==> src/rtl/mem_swap_ctrl_pkg.sv <==
// Shared definitions for the memory swap controller: FSM state encodings and counter width.
package mem_swap_ctrl_pkg;

    typedef enum logic [2:0] {
        IDLE = 3'd0,
        RD_A = 3'd1,
        RD_B = 3'd2,
        WR_A = 3'd3,
        WR_B = 3'd4,
        DONE = 3'd5
    } state_t;

    localparam int CNT_W = 8;

endpackage

==> src/rtl/mem_swap_ctrl.sv <==
// Swaps the contents of two register-file words: read A, read B, write B-data to A,
// write A-data to B. Drives the memory's async read port and sync write port directly.
module mem_swap_ctrl
    import mem_swap_ctrl_pkg::*;
#(
    parameter int width   = 7,
    parameter int depth   = 8,
    parameter int n_words = 7
) (
    input  logic             clk,
    input  logic             rst_n,
    input  logic             start,
    input  logic [width-1:0] addr_a,
    input  logic [width-1:0] addr_b,
    output logic             busy,
    output logic             done,
    output logic             err,
    output logic [CNT_W-1:0] swap_cnt,
    output logic [width-1:0] mem_address_r,
    input  logic [depth-1:0] mem_data_r,
    output logic             mem_we,
    output logic [width-1:0] mem_address_w,
    output logic [depth-1:0] mem_data_w
);

    localparam logic [width-1:0] LIMIT = width'(n_words);

    state_t           state_q, state_d;
    logic [width-1:0] a_q, b_q;
    logic [depth-1:0] tmp_a, tmp_b;
    logic             err_q, err_d;
    logic             load;

    always_ff @(posedge clk or negedge rst_n) begin
        if (!rst_n) begin
            state_q  <= IDLE;
            a_q      <= '0;
            b_q      <= '0;
            tmp_a    <= '0;
            tmp_b    <= '0;
            err_q    <= 1'b0;
            swap_cnt <= '0;
        end else begin
            state_q <= state_d;
            err_q   <= err_d;
            if (load) begin
                a_q <= addr_a;
                b_q <= addr_b;
            end
            if (state_q == RD_A) tmp_a <= mem_data_r;
            if (state_q == RD_B) tmp_b <= mem_data_r;
            if (state_q == DONE) swap_cnt <= swap_cnt + 1'b1;
        end
    end

    // Memory-side outputs and done depend only on state and latched operands, never on start/addr.
    always_comb begin
        state_d       = state_q;
        load          = 1'b0;
        err_d         = 1'b0;
        done          = 1'b0;
        mem_address_r = '0;
        mem_we        = 1'b0;
        mem_address_w = '0;
        mem_data_w    = '0;
        case (state_q)
            IDLE: begin
                if (start) begin
                    if (addr_a < LIMIT && addr_b < LIMIT) begin
                        load    = 1'b1;
                        state_d = RD_A;
                    end else begin
                        err_d = 1'b1;
                    end
                end
            end
            RD_A: begin
                mem_address_r = a_q;
                state_d       = RD_B;
            end
            RD_B: begin
                mem_address_r = b_q;
                state_d       = WR_A;
            end
            WR_A: begin
                mem_we        = 1'b1;
                mem_address_w = a_q;
                mem_data_w    = tmp_b;
                state_d       = WR_B;
            end
            WR_B: begin
                mem_we        = 1'b1;
                mem_address_w = b_q;
                mem_data_w    = tmp_a;
                state_d       = DONE;
            end
            DONE: begin
                done    = 1'b1;
                state_d = IDLE;
            end
            default: state_d = IDLE;
        endcase
    end

    assign busy = (state_q != IDLE);
    assign err  = err_q;

endmodule

==> config.mk <==
export PLATFORM = sky130hd
export DESIGN_NAME = mem_swap_ctrl
export DESIGN_NICKNAME = d
export VERILOG_FILES = /design/src/rtl/mem_swap_ctrl_pkg.sv /design/src/rtl/mem_swap_ctrl.sv
export SDC_FILE = /design/constraint.sdc
export NUM_CORES = 1
export LEC_CHECK = 0
export CAP_MARGIN = 15
export CORE_MARGIN = 1
export CORE_UTILIZATION = 25
export CTS_CLUSTER_DIAMETER = 80
export CTS_CLUSTER_SIZE = 24
export DETAILED_ROUTE_END_ITERATION = 7
export PLACE_DENSITY = 0.57
export RECOVER_POWER = 25
export SKIP_LAST_GASP = 1
export SLEW_MARGIN = 20
export SYNTH_ARGS = -nofsm -noshare
export SYNTH_HDL_FRONTEND = slang
export SYNTH_SLANG_ARGS = --single-unit
==> constraint.sdc <==
create_clock -name clk -period 3.42 [get_ports clk]
set_input_delay 1.026 -clock clk [delete_from_list [all_inputs] [get_ports clk]]
set_output_delay 1.026 -clock clk [all_outputs]
set_load 0.05 [all_outputs]
## Yosys cells after proc, flatten, opt, wreduce, memory -nomap -nowiden

Index checks and enable logic that the tools add are counted.

| word-level totals | value |
|---|---|
| register bits | 42 |
| output and inout port bits | 34 |
| RAM bits | 0 |
| memories | 0 |
| input bits | 25 |
| bits in read-only memories | 0 |
| logic and storage cells | 36 |
| bits in latches | 0 |

| operators by class | value |
|---|---|
| div/mod/pow operators | 0 |
| bitwise logic cells | 0 |
| magnitude comparators | 2 |
| $add $sub $neg | 1 |
| shift operators | 0 |
| reduce and logical (&&, ||, !) cells | 5 |
| eq/ne operators | 7 |
| mux-type cells | 14 |
| $mul | 0 |

Operators with widths:

| kind | number |
|---|---|
| one-hot mux 7 bit (2 select lines) | 2 |
| one-hot mux 8 bit (2 select lines) | 1 |
| one-hot mux 3 bit (5 select lines) | 1 |
| less-than comparator 7 x 3 -> 1 bit (second input constant) | 2 |
| adder 8 x 1 -> 8 bit (second input constant) | 1 |
| two-way mux 1 bit | 8 |
| equality test 3 x 2 -> 1 bit (second input constant) | 2 |
| equality test 3 bit (second input constant) | 2 |
| two-way mux 3 bit | 2 |
| inequality test 2 bit (second input constant) | 2 |
| equality test 3 x 1 -> 1 bit (second input constant) | 1 |
| zero test 3 bit | 1 |
| nonzero test 3 bit | 1 |
| AND reduction 2 bit | 1 |
| OR reduction 2 bit | 1 |
| logical AND 1 bit | 1 |

## Depth between registers and ports, before layout

| depth | value |
|---|---|
| depth in word-level cells | 5 |
| gate-level depth with buffers | 6 |
| gate-level depth less buffers | 4 |

## Least setup slack after synthesis

OpenSTA, ideal clock, no wires.

| timing | value |
|---|---|
| kind | reg2out |
| start point | register state_q[2] |
| end point | output port mem_address_w[5] |
| cell stages (with the launch flop) | 5 |
| required time | 2,394 ps |
| slack | 543 ps |
| arrival | 1,851 ps |
| cells stage by stage | dfrtp_1 clkbuf_1 nor3b_1 clkbuf_1 a22o_1 |

| between the ends | value |
|---|---|
| word-level cells in the longest chain between the ends | 2 |
| elaborated cells on any way between the ends | 3 |
| those cells by class | eq/ne: 2; mux: 1 |

Ends and longest elaborated chain:

| element | line | text |
|---|---|---|
| start, declared | mem_swap_ctrl.sv:28 | `state_t state_q, state_d;` |
| start signal, assigned | mem_swap_ctrl.sv:44 | `state_q <= state_d;` |
| equality test 3 bit / equality test 3 x 2 -> 1 bit (equally long branches) | mem_swap_ctrl.sv:66 | `case (state_q)` |
| one-hot mux 7 bit (2 select lines) * | mem_swap_ctrl.sv:66 |  |
| end, declared | mem_swap_ctrl.sv:22 | `output logic [width-1:0] mem_address_w,` |

Mark *: on every way between the ends. The rest lies on a longest branch, timed or not.

## Worst setup path in the final report

| timing | value |
|---|---|
| start point | register state_q[1] |
| end point | output port done |

| between the ends | value |
|---|---|
| word-level cells in the longest chain between the ends | 2 |

Ends and longest elaborated chain:

| element | line | text |
|---|---|---|
| equality test 3 bit | mem_swap_ctrl.sv:66 |  |
| two-way mux 1 bit | mem_swap_ctrl.sv:66 |  |
| end, declared | mem_swap_ctrl.sv:16 | `output logic done,` |

No other way between the ends.

==> results.yml <==
die:
  die_area_mm2: 0.00785
  coreArea_mm2: 0.00725
  rows: 31
  io_pins: 59
  die_w_um: 88.6
  start_util: 0.258
  die_h_um: 88.6
setup_path:
  crit_type: "flop to output pin"
  cp_top_family: "buffers and inverters"
  path_cells: "and3b_1 > clkdlybuf4s50_1"
  rr_worst_depth: 4
  cp-end-kind: "output pin"
  slowest_delay_ns: 0.86
  worst-path-max-fanout: 7
  start_kind: "flop"
  crit_buf_inv: 1
  crit_required_ns: 2.39
  critical_path_arrival_ns: 1.99
  crit_slowest_cell: "clkdlybuf4s50_1"
  crit_cells: 2
placement:
  routabilityCongestion: 0.696
  dp_hpwl_mm: 2.96
  io_buffers: 58
  place_ws_ns: 0.474
route:
  drtIter0Drc: 57
  postRouteAntennaNets: 0
  drc: 0
  vias: 1342
  firstDrtPassIters: 4
  wire_per_inst_um: 13.6
  wl_mm: 4.14
  via_per_inst: 4.40
power:
  p_leak_nw: 1.25
  peakVddDrop_mv: 0.347
  pwr_density_cell_mw_per_mm2: 740
sta:
  post-route-period-util: 0.882
  relSlewSlack: -0.466
  fin_ws_ns: 0.403
  skew_ns: 0.00666
  setup_viol: 0
  hold_viol: 0
  fmax_mhz: 331
  tightestPinTransition_ns: 2.20
  period_minus_slack_ns: 3.02
  rsz0062_at_grt: "no"
  slew_viol_final: 43
  finalSetupTns_ns: 0
finish:
  diodes: 0
  drive_above_1_share: 0.306
  nets: 231
  area_growth_pct: 54.0
clock_tree:
  cts_buffer_depth: 2
  post_cts_buffers: 0
  cts_root_buf: "clkbuf_8"
  path_clk_slew_ns: 0.08
  clock_latency_ns: 0.29
  htreeDepth: 2
  cts.hold.buffers_added: 0
  cts_tree: "built"
  clock_sinks: 42
  post_cts_resized: 0
  cts_inserted_buffers: 5
status:
  violations: "capacitance limit, slew limit"
  status: "finished with violations"
min_path:
  hold_path.class: "flop to flop"
  worstHoldPathCells: 1
synthesis:
  synth_cell_types: 28
  ys.flop_type: "dfrtp_1"
  yosysSeqAreaShare: 0.561
  postSynth.asyncResetShare: 1.00
  yosys-top-cells-area: "dfrtp_1, mux2_2, a22o_1"
  synth_common_cells: "dfrtp_1, a22o_1, mux2_2"
  syn_area_per_cell_um2: 12.9
  synth_largest_area_cell: "dfrtp_1"
  synth_most_common_cell: "dfrtp_1"
  synth_top_area_frac: 0.561
  syn_area_mm2: 0.00187
  yosysWarnings: 0
  synth_seq_cells: 42
  synth_nets: 171
  synthCells: 145
  synth_edf_count: 0
grt:
  grt_max_degree: 43
  overflow: 0
  grt_pass1_vias: 1392
  antenna_found_initial: 0
  grt.total_usage: 0.120
  grt_pass1_wl_mm: 6.97
run:
  drv_cap: 1
[worst reg2reg max path: stages (launching register included)]
cell	delay, ns
dfrtp_1	0.46
or3_4	0.42
or2_4	0.25
nor3_4	0.53
mux2_2	0.40
[cells in the final DEF, fill, tap and decap left out]
master and instances:
buf_12 23, nor3b_2 3, xor2_1 3, buf_4 4
nand4_1 1, nor4_1 2, a22o_1 22, nor3_4 1
a21oi_1 1, clkbuf_1 2, mux2_1 3, clkinv_2 1
nand3_1 3, clkbuf_8 6, mux2_2 20, dfrtp_1 42
or2_2 3, inv_1 1, or2_4 1, ha_1 1
o21a_1 1, and3b_1 1, nor2b_1 8, xnor2_1 4
nand2_1 7, nor3_1 1, and4_1 1, nor2_1 5
clkdlybuf4s50_1 34, or3_4 1
[cell families after synthesis]
family,count (synthesis),share of synthesized area
adder cells (fa/ha/maj),1,0.00667
AND/OR/NAND/NOR,38,0.128
flip-flops,42,0.561
XOR/XNOR,7,0.0327
multiplexers,23,0.138
buffers and inverters,10,0.0247
AO/OA/AOI/OAI,24,0.109
[power breakdown]
group	total, mW	internal, mW	switching [mW]
Clock	0.328	0.163	0.165
Sequential	0.742	0.640	0.102
Combinational	1.07	0.505	0.561
[stage by stage]
stage | hold slack [ns] | power [mW] | area, µm² | utilization | instances
floorplan | 0.481 | 1.39 | 1870 | - | 145
global placement | 0.464 | 1.82 | 2800 | 0.386 | 297
detailed placement | 0.467 | 1.83 | 2800 | 0.386 | 297
CTS | 0.477 | 2.16 | 2890 | 0.398 | 305
global route | 0.495 | 2.26 | 2890 | 0.398 | 305
finish | 0.470 | 2.14 | 2890 | 0.398 | 305
[state kept, by name, summed over array words and instances (netlist names)]
name	count
swap_cnt	8
tmp_a	8
b_q	7
state_q	3
a_q	7
err	1
tmp_b	8
[final timing paths]
kind | from | endpoint | slack [ns]
worst max-delay path | state_q[1] | done | 0.40
min in group asynchronous | rst_n | tmp_a[5] | 1.37
max in group asynchronous | rst_n | b_q[5] | 0.79
worst max register to register | state_q[0] | b_q[0] | 1.26
worst min register to register | swap_cnt[7] | swap_cnt[7] | 0.47
worst min-delay path | swap_cnt[7] | swap_cnt[7] | 0.47
[final cells by class]
| type | instances | area, µm² |
|---|---|---|
| tap | 99 | 124 |
| sequential | 42 | 1050 |
| timing repair buffer | 62 | 835 |
| multi-input combinational | 93 | 782 |
| clock buffer | 7 | 86.3 |
| clock inverter | 1 | 5.00 |
| fill | 697 | 4370 |
| inverter | 1 | 3.75 |
[layer usage]
metal / up-vias / wire, µm / track usage
met2: 38 / 1840 / 0.168
met4: 0 / 80 / 0.0572
li1: 642 / - / -
met5: - / 0 / 0
met1: 654 / 1950 / 0.167
met3: 8 / 266 / 0.0382
Power figures use the tool's default switching activity.
